<file path="config.mk">
export PLATFORM = sky130hd
export DESIGN_NAME = mult16_seq
export DESIGN_NICKNAME = d
export VERILOG_FILES = /design/src/rtl/mult16_seq.sv
export SDC_FILE = /design/constraint.sdc
export NUM_CORES = 1
export LEC_CHECK = 0
export CORE_MARGIN = 1.5
export CORE_UTILIZATION = 48
export DETAILED_ROUTE_END_ITERATION = 8
export PLACE_DENSITY = 0.76
export SETUP_SLACK_MARGIN = 0.05
export SLEW_MARGIN = 20
export SYNTH_ARGS = -nofsm -noshare
export SYNTH_HDL_FRONTEND = slang
export SYNTH_SLANG_ARGS = --single-unit
export TNS_END_PERCENT = 20
</file>
<file path="constraint.sdc">
create_clock -name clk -period 5.3 [get_ports clk]
set_input_delay 1.06 -clock clk [delete_from_list [all_inputs] [get_ports clk]]
set_output_delay 1.06 -clock clk [all_outputs]
set_load 0.03 [all_outputs]
</file>
<file path="src/rtl/mult16_seq.sv">
// Sequential 16x16 unsigned shift-and-add multiplier: one partial-product add per clock
// through a single add16bits ripple adder, 16 iterations, start/done handshake.

module add16bits (
  input  logic [15:0] a,
  input  logic [15:0] b,
  input  logic        carry_in,
  output logic [15:0] sum,
  output logic        carry_out
);

  logic [16:0] carry;

  always_comb begin
    carry    = '0;
    sum      = '0;
    carry[0] = carry_in;
    for (int i = 0; i < 16; i++) begin
      sum[i]       = a[i] ^ b[i] ^ carry[i];
      carry[i + 1] = (a[i] & b[i]) | (carry[i] & (a[i] ^ b[i]));
    end
    carry_out = carry[16];
  end

endmodule

module mult16_seq (
  input  logic        clk,
  input  logic        rst_n,
  input  logic        start,
  input  logic [15:0] a,
  input  logic [15:0] b,
  output logic        busy,
  output logic        done,
  output logic [31:0] product
);

  localparam logic [1:0] StIdle = 2'd0;
  localparam logic [1:0] StRun  = 2'd1;
  localparam logic [1:0] StDone = 2'd2;

  logic [1:0]  state_q, state_d;
  logic [15:0] mcand_q, mcand_d;
  logic [32:0] acc_q, acc_d;
  logic [3:0]  cnt_q, cnt_d;
  logic [31:0] product_q, product_d;

  logic [15:0] add_sum;
  logic        add_co;
  logic [16:0] high;
  logic [32:0] acc_next;

  add16bits u_add (
    .a         (acc_q[31:16]),
    .b         (mcand_q),
    .carry_in  (1'b0),
    .sum       (add_sum),
    .carry_out (add_co)
  );

  // Conditional add of the multiplicand, then a 33-bit right shift.
  always_comb begin
    high     = acc_q[0] ? {add_co, add_sum} : {1'b0, acc_q[31:16]};
    acc_next = {1'b0, high, acc_q[15:1]};
  end

  always_comb begin
    state_d   = state_q;
    mcand_d   = mcand_q;
    acc_d     = acc_q;
    cnt_d     = cnt_q;
    product_d = product_q;
    case (state_q)
      StIdle: begin
        if (start) begin
          mcand_d = a;
          acc_d   = {17'b0, b};
          cnt_d   = 4'd0;
          state_d = StRun;
        end
      end
      StRun: begin
        acc_d = acc_next;
        cnt_d = cnt_q + 4'd1;
        if (cnt_q == 4'd15) begin
          product_d = acc_next[31:0];
          state_d   = StDone;
        end
      end
      StDone:  state_d = StIdle;
      default: state_d = StIdle;
    endcase
  end

  always_ff @(posedge clk or negedge rst_n) begin
    if (!rst_n) begin
      state_q   <= StIdle;
      mcand_q   <= '0;
      acc_q     <= '0;
      cnt_q     <= '0;
      product_q <= '0;
    end else begin
      state_q   <= state_d;
      mcand_q   <= mcand_d;
      acc_q     <= acc_d;
      cnt_q     <= cnt_d;
      product_q <= product_d;
    end
  end

  assign busy    = (state_q != StIdle);
  assign done    = (state_q == StDone);
  assign product = product_q;

endmodule

</file>
### Word level (Yosys, flattened, before mapping)

Index checks and enable logic that the tools add are counted.

* register bits after elaboration: 86
* latch bits: 0
* RAM bits: 0
* bits in read-only memories: 0
* bits of input ports: 35
* output and inout bits: 34
* word-level logic and storage cells: 103
* memories kept: 0

* add/sub/neg operators: 1
* $mul: 0
* divide/modulo/power cells: 0
* $lt $le $gt $ge: 0
* equality and inequality tests: 5
* shifts and indexed selects: 0
* mux-type cells: 8
* bitwise gates (word level): 77
* reduce and logical (&&, ||, !) cells: 7

Operators with widths (count)
* 32-bit one-hot mux with 2 select lines: 1
* 32-bit two-way mux: 1
* 1-bit AND: 31
* 1-bit bitwise XOR: 31
* 17-bit two-way mux: 1
* 1-bit OR: 15
* 4-bit one-hot mux with 2 select lines: 1
* 2-bit AND reduction: 4
* 4-bit by 1-bit adder with 4-bit output (second input constant): 1
* 4-bit == test (second input constant): 1
* 2-bit two-way mux: 2
* 4-bit two-way mux: 1
* 2-bit != test (second input constant): 2
* 2-bit one-hot mux with 2 select lines: 1
* 2-bit nonzero test: 2
* 2-bit by 1-bit == test with 1-bit output (second input constant): 1
* 2-bit == test (second input constant): 1
* 2-bit logical NOT: 1

### Logic depth before layout (Yosys ltp)

Gate-level depths: netlist of the first run.

* depth after elaboration: 33
* depth in mapped cells: 24

### Modules after synthesis

Synthesis of the first run repeated with hierarchy kept, for this count alone.

* cells, all modules: 353
* area, all modules: 3937.5 µm²

By module, submodules not included
* mult16_seq: times used 1, cells an instance 327, area each 3579.7 µm²
* add16bits: times used 1, cells an instance 26, area each 357.8 µm²

### Least setup slack after synthesis of the first run

Ideal clock, no wire load.

* kind: flip-flop to flip-flop
* from: register acc_q[16]
* to: register acc_q[30]
* setup time: 0.130 ns
* data arrival time: 5.560 ns
* data required time: 5.170 ns
* path slack: -0.390 ns
* stages on the path, launching flop included: 25
* buffers on the path: 0
* path through: dfrtp_1 ha_1 inv_1 fa_1 fa_1 inv_1 fa_1 fa_1 fa_1 inv_1 fa_1 fa_1 fa_1 fa_1 fa_1 fa_1 inv_1 fa_1 fa_1 inv_1 fa_1 inv_1 fa_1 mux2i_1 o21ai_0

* longest elaborated chain between the ends: 32

Ends and longest elaborated chain
* start, declared: RTL line 44 `logic [32:0] acc_q, acc_d;`
* start signal, assigned: RTL line 99 `acc_q <= '0;`
* start signal, assigned: RTL line 105 `acc_q <= acc_d;`
* 1-bit AND (2 in series): RTL line 20 `carry[i + 1] = (a[i] & b[i]) | (carry[i] & (a[i] ^ b[i]));`
* 1-bit OR: RTL line 20
* 1-bit AND: RTL line 20
* 1-bit OR: RTL line 20
* 1-bit AND: RTL line 20
* 1-bit OR: RTL line 20
* 1-bit AND: RTL line 20
* 1-bit OR: RTL line 20
* [15 not listed]
* 1-bit OR: RTL line 20
* 1-bit AND: RTL line 20
* 1-bit OR: RTL line 20
* 1-bit AND: RTL line 20
* 1-bit OR: RTL line 20
* 1-bit bitwise XOR: RTL line 19 `sum[i] = a[i] ^ b[i] ^ carry[i];`
* 17-bit two-way mux: RTL line 63 `high = acc_q[0] ? {add_co, add_sum} : {1'b0, acc_q[31:16]};`
* 32-bit one-hot mux with 2 select lines: RTL line 73 `case (state_q)`

No other way between the ends.
A chain may end at the register's enable or synchronous reset.

### Final worst setup path of the first run

* from: register mcand_q[0]
* to: register product_q[30], in the netlist product[30]

* longest elaborated chain between the ends: 31

Ends and longest elaborated chain
* start, declared: RTL line 43 `logic [15:0] mcand_q, mcand_d;`
* start signal, assigned: RTL line 104 `mcand_q <= mcand_d;`
* 1-bit AND (2 in series): RTL line 20
* 1-bit OR: RTL line 20
* 1-bit AND: RTL line 20
* 1-bit OR: RTL line 20
* 1-bit AND: RTL line 20
* 1-bit OR: RTL line 20
* 1-bit AND: RTL line 20
* 1-bit OR: RTL line 20
* [14 not listed]
* 1-bit AND: RTL line 20
* 1-bit OR: RTL line 20
* 1-bit AND: RTL line 20
* 1-bit OR: RTL line 20
* 1-bit AND: RTL line 20
* 1-bit OR: RTL line 20
* 1-bit bitwise XOR: RTL line 19
* 17-bit two-way mux: RTL line 63
* end signal, assigned: RTL line 107 `product_q <= product_d;`
* end, declared: RTL line 46 `logic [31:0] product_q, product_d;`

No other way between the ends.

==> results.md, run 1 <==
* Crit-path most repeated cell: fa_2
* R2r setup slk at -0.36 ns
* RSZ-0062 raised after global routing: true
* Worst setup EP type: register
* Status: complete, but fails checks
* Ports at 69
* Die W at 93.8 µm
* Clock Latency Late Sink at between 0.3 and 0.4 ns
* Post-Synthesis Net Count at approximately 420
* Rows at 32
* Synth unique cells at 30
* Relative slew slack at roughly 45%
* CTS tree: built
* 1st-iter DRT viols at 174
* Launching point of the worst reg2reg path: mcand_q[0]$_DFFE_PN0P_
* Hold EP: cnt_q[3]$_DFFE_PN0P_
* Total gr overflow at 0
* WL/cell at 15.5 µm
* Setup TNS at -1.05 ns
* Minimum hold slack at about 0.50 ns
* Top cells by area, synth: dfrtp_1 (54%), fa_1 (7.6%), mux2_2 (5.7%)
* Most frequent cells in the layout: dfrtp_1 (86), clkdlybuf4s50_1 (67), nand2_1 (38), o21ai_0 (34), a21oi_1 (24)
* Final instance area at slightly below 0.005 mm²
* Flop and latch count out of synthesis at 86
* DRC at 0
* Worst vdd ir at 299 µV
* Mapped Cells at about 360
* Final GP Congestion at between 0.8 and 0.9
* Synthesized cell area at between 0.003 and 0.004 mm²
* Clk sink count at 86
* Most common cell after layout, fill and taps aside: dfrtp_1
* Max frequency at 177 MHz
* Synth top area share at a little over half
* Leak pwr at 0.00214 µW
* HPWL Detailed at roughly 5300 µm
* Antenna diode count at 0
* Hold Path Origin: cnt_q[3]$_DFFE_PN0P_
* Initial antenna violation count at 0
* Vias in the first global route at 2931
* Hold path depth at 1
* TritonCTS Buffers at 9
* Area added between synthesis and finish at 25.1%
* PortBufs at 68
* Final setup skew at 0.00744 ns
* Layout cell share with drive strength beyond 1 at 14.1%
* CP Class: reg2reg
* Critical Path RT at about 5.5 ns
* Largest net degree at the start of global routing at 87
* Syn avg cell area at approximately 11 µm²
* Setup-failing EPs final at 6
* Period minus WS final at 5.66 ns
* Detailed Routing Iterations Pass 1 at 6
* CP arrival at between 5 and 6 ns
* Deepest clock path buffer count at 2
* Die footprint at 0.00879 mm²
* Reg2Reg Depth at 24
* First-pass GRT wire length at ~14000 µm
* Worst setup SP type: register
* Nets@finish at around 470
* Seq/Total Area, Yosys at 54.4%
* Actual slew at the worst max-slew pin at around 0.82 ns
* Crit path cell chain: ha_1 > inv_1 > fa_2 > fa_2 > inv_2 > fa_2 > fa_2 > fa_1 > inv_1 > fa_2 > fa_2 > fa_2 > fa_2 > fa_2 > fa_1 > inv_1 > fa_2 > fa_1 > inv_1 > fa_2 > inv_2 > fa_1 > mux2i_1 > a21oi_1
* Total GRT Usage at 20.7%
* Pins Over Slew Limit at 0
* Core Region at 0.00785 mm²
* Worst path max stage delay at 0.40 ns
* Postcts setup bufs at 0
* Largest area contributor in the netlist: dfrtp_1
* Via density at 5.36
* CP max FO at 2
* Aggregate routed wire length at 8190 µm
* Max Cap Viol at 0
* Final core utilization at a little over three fifths
* Power per cell area at approximately 670 mW/mm²
* Yosys warning count at 0
* Final setup margin at -0.361 ns
* Period utilisation layout at 107%
* Placed Area at 0.00465 mm²
* Failing checks: negative setup slack
* Via count at 2832
* DIE HEIGHT at 93.8 µm
* Slowest cell on crit path: fa_1
* Hold Fails Final Rpt at 0
* Reg clk slew, reported paths at ~0.090 ns
* Worst Hold Class: reg2reg
* Antenna Violating Nets Remaining at 0
* Initial Util at 50.4%
* Root Buffer: clkbuf_8
* H-tree depth at 3
* Reg2reg end: product[30]$_DFFE_PN0P_
-- synthesized netlist by cell type, drive strengths merged --
library cell  number
and3               1
inv               24
nor3              15
ha                 2
fa                15
nand3             18
clkbuf             7
nand4              1
nor2              19
buf               19
nand2             38
or2                1
a21oi             24
nand2b             1
o31ai              5
o21ai             35
or3b               1
xnor2              1
a221o              2
dfrtp             86
nor3b              2
mux2              20
mux2i              8
o22ai             15
nor2b              3
-- flip-flops by register name, indices dropped and copies added, names as in the netlist --
name,flops
mcand_q,16
cnt_q,4
acc_q,32
product,32
state_q,2
-- cell families after synthesis --
family	synth area share, %
and+or+nand+nor	11.8
AOI/OAI and AO/OA	11.3
DFF	54.4
buffers and inverters	6.30
muxes	7.72
adders and majority gates	8.23
xor gates and xnor gates	0.221
-- cell type report --
class / instances / area, µm²
Fill cell: 650 / 2900
Sequential cell: 86 / 2150
Multi-Input combinational cell: 227 / 1600
Timing Repair Buffer: 73 / 727
Clock buffer: 10 / 138
Tap cell: 102 / 128
Clock inverter: 6 / 116
Inverter: 24 / 90.1
-- where the power goes --
group / switching (µW) / internal, µW
Combinational: 871 / 691
Sequential: 234 / 976
Clock: 237 / 330
-- metrics by stage --
step | power, µW | std cells | worst slack, ns
global route | 3630 | 528 | -0.602
CTS | 3360 | 527 | -0.482
global placement | 2700 | 511 | -0.409
floorplan | 2260 | 363 | -0.231
detailed placement | 2770 | 511 | -0.542
finish | 3340 | 528 | -0.361
-- worst max-delay path: cells and delay by family, from the launching register on --
kind | cells | cell delay, ns
adders and majority gates | 16 | 4.53
DFF | 1 | 0.35
buffers and inverters | 6 | 0.35
muxes | 1 | 0.19
AOI/OAI and AO/OA | 1 | 0.09
-- layer usage --
| metal | up-vias | wire length [µm] | GRT usage (%) |
|---|---|---|---|
| li1 | 1349 | - | - |
| met1 | 1399 | 3590 | 26.6 |
| met2 | 73 | 4140 | 34.4 |
| met3 | 11 | 361 | 5.99 |
| met4 | 0 | 99 | 5.72 |
| met5 | - | 0 | 0 |
-- how the worst max path moves through the flow --
stage | slack, ns | end | depth (start not counted) | from
6_report | -0.36 | product[30]$_DFFE_PN0P_ | 24 | mcand_q[0]$_DFFE_PN0P_
5_1_grt | -0.60 | acc_q[30]$_DFFE_PN0P_ | 24 | acc_q[16]$_DFFE_PN0P_
2_1_floorplan | -0.23 | acc_q[30]$_DFFE_PN0P_ | 24 | acc_q[16]$_DFFE_PN0P_
4_1_cts | -0.48 | acc_q[30]$_DFFE_PN0P_ | 24 | acc_q[16]$_DFFE_PN0P_
3_3_place_gp | -0.41 | acc_q[30]$_DFFE_PN0P_ | 24 | mcand_q[0]$_DFFE_PN0P_
3_5_place_dp | -0.54 | acc_q[30]$_DFFE_PN0P_ | 24 | acc_q[16]$_DFFE_PN0P_
-- timing repair --
item	4_1_cts	5_1_grt
resized for setup	8	2
hold buffers	0	0
setup endpoints to repair	6	8
pin swaps	4	3
(Power assumes the default switching activity.)
==> run 2, diff against run 1 <==
--- a/config.mk
+++ b/config.mk
@@ -8,7 +8,8 @@
 export CORE_MARGIN = 1.5
 export CORE_UTILIZATION = 48
 export DETAILED_ROUTE_END_ITERATION = 8
-export PLACE_DENSITY = 0.76
+export GPL_ROUTABILITY_DRIVEN = 0
+export PLACE_DENSITY = 0.86
 export SETUP_SLACK_MARGIN = 0.05
 export SLEW_MARGIN = 20
 export SYNTH_ARGS = -nofsm -noshare
==> results.md, run 2 (synthesis results as in run 1) <==
* Status: complete, but fails checks
* Failing checks: negative setup slack
* Final instance area at 0.00488 mm² (-1.4%)
* Root Buffer: clkbuf_8
* Via count at 2862 (+1.1%)
* Actual slew at the worst max-slew pin at 0.933 ns (+0.109 ns)
* RSZ-0062 raised after global routing: true
* Antenna diode count at 0 (unchanged)
* Period utilisation layout at 110% (+2.8 points)
* CP arrival at 6.03 ns (+0.15 ns)
* Core Region at 0.00785 mm² (unchanged)
* Relative slew slack at 37.7% (-7.3 points)
* Power per cell area at 667 mW/mm² (-1.2%)
* PortBufs at 68 (unchanged)
* Cell total after placement at 512 (+0.20%)
* Die footprint at 0.00879 mm² (unchanged)
* Most common cell after layout, fill and taps aside: dfrtp_1
* Worst vdd ir at 330 µV (+11%)
* H-tree depth at 3 (unchanged)
* Worst setup SP type: register
* Hold Fails Final Rpt at 0 (unchanged)
* Clock Latency Late Sink at 0.36 ns (about the same)
* Via density at 5.42 (+1.1%)
* Detailed Routing Iterations Pass 1 at 4 (-2)
* First-pass GRT wire length at 14000 µm (+0.19%)
* Area added between synthesis and finish at 23.4%
* Max Cap Viol at 0 (unchanged)
* Vias in the first global route at 3055 (+4.2%)
* Rows at 32 (unchanged)
* Largest net degree at the start of global routing at 87 (unchanged)
* Max frequency at 172 MHz (-2.5%)
* Antenna Violating Nets Remaining at 0 (unchanged)
* Hold buffer count at CTS at 0 (unchanged)
* CTS tree: built
* Reg clk slew, reported paths at 0.09 ns (about the same)
* Pins Over Slew Limit at 0 (unchanged)
* Period minus WS final at 5.81 ns (+0.148 ns)
* Worst setup EP type: register
* Total GRT Usage at 20.7% (-0.073 points)
* Postcts setup bufs at 0 (unchanged)
* 1st-iter DRT viols at 198 (+14%)
* Layout cell share with drive strength beyond 1 at 16.0% (+1.9 points)
* WL/cell at 16.0 µm (+3.3%)
* Initial Util at 50.4% (unchanged)
* Aggregate routed wire length at 8460 µm (+3.3%)
* HPWL Detailed at 5510 µm (+4.6%)
* CP Class: reg2reg
* Initial antenna violation count at 0 (unchanged)
* Setup-failing EPs final at 6 (unchanged)
* Ports at 69 (unchanged)
* Nets@finish at 473 (unchanged)
* Minimum hold slack at 0.512 ns (+0.0134 ns)
* TritonCTS Buffers at 9 (unchanged)
* Final setup skew at 0.00729 ns (-0.000144 ns)
* DRC at 0 (unchanged)
* Most frequent cells in the layout: dfrtp_1 (86), clkdlybuf4s50_1 (67), nand2_1 (38), o21ai_0 (33), a21oi_1 (24)
* Placed Area at 0.00466 mm² (+0.16%)
* Leak pwr at 0.00209 µW (-2.4%)
* DIE HEIGHT at 93.8 µm (unchanged)
* CP max FO at 2 (unchanged)
* Non-Filler Instances at 528 (unchanged)
* Die W at 93.8 µm (unchanged)
* Final setup margin at -0.509 ns (-0.148 ns)
* Deepest clock path buffer count at 2 (unchanged)
* Total gr overflow at 0 (unchanged)
* Critical Path RT at 5.53 ns (about the same)
* Clk sink count at 86 (unchanged)
* Worst Hold Class: reg2reg
## run 2: metal layers
layer	global-route usage (%)	vias to the layer above	wire [µm]
met5	0	-	0
met1	25.1	1427	3470
met2	36.6	84	4440
met4	4.35	0	42
li1	-	1346	-
met3	5.99	5	503
## run 2: power by group
group | switching [µW] | internal (µW) | leakage, µW
sequential | 237 | 976 | 0.00105
combinational | 902 | 712 | 0.000942
clock | 243 | 185 | 0.0000889
## run 2: timing repair
| action | CTS | global route |
|---|---|---|
| cloned | 0 | 0 |
| pin swaps | 4 | 3 |
| setup endpoints to repair | 8 | 10 |
| gates resized for setup | 8 | 11 |
## run 2: metrics by stage
stage / TNS, ns / util, % / worst slack, ns / power [µW]
final: -1.82 / 62.2 / -0.509 / 3250
after global routing: -3.41 / 62.2 / -0.697 / 3500
after CTS: -1.85 / 62.0 / -0.490 / 3250
after detailed placement: -2.26 / 59.4 / -0.601 / 2790
after global placement: -0.930 / 59.4 / -0.366 / 2690
after floorplan: -0.438 / - / -0.231 / 2260
## run 2: critical path: stages, from the launching register on
cell and delay, ns:
dfrtp_1 0.37, ha_2 0.18, inv_2 0.04, fa_2 0.33, fa_2 0.34, inv_2 0.06
fa_2 0.18, fa_2 0.20, fa_2 0.18, inv_1 0.05, fa_2 0.34, fa_2 0.37
fa_2 0.37, fa_2 0.35, fa_2 0.35, fa_2 0.35, inv_2 0.07, fa_2 0.21
fa_2 0.20, inv_2 0.04, fa_2 0.34, inv_2 0.06, fa_1 0.42, mux2i_2 0.20
a21oi_1 0.09
## run 2: area by class of cell
type,count,area [µm²]
Clock buffer,10,138
Sequential cell,86,2150
Clock inverter,6,46.3
Fill cell,663,2970
Multi-Input combinational cell,227,1610
Tap cell,102,128
Timing Repair Buffer,73,719
Inverter,24,90.1
## run 2: worst paths after layout
check                                           to  slack, ns  cells after the start                   start
hold / removal              product[7]$_DFFE_PN0P_       0.51                      1  product[7]$_DFFE_PN0P_
setup / recovery           product[30]$_DFFE_PN0P_      -0.51                     24  mcand_q[0]$_DFFE_PN0P_
max in group asynchronous  mcand_q[15]$_DFFE_PN0P_       4.04                      1                   rst_n
min in group asynchronous  product[10]$_DFFE_PN0P_       0.73                      1                   rst_n
setup reg to reg           product[30]$_DFFE_PN0P_      -0.51                     24  mcand_q[0]$_DFFE_PN0P_
hold reg to reg             product[7]$_DFFE_PN0P_       0.51                      1  product[7]$_DFFE_PN0P_
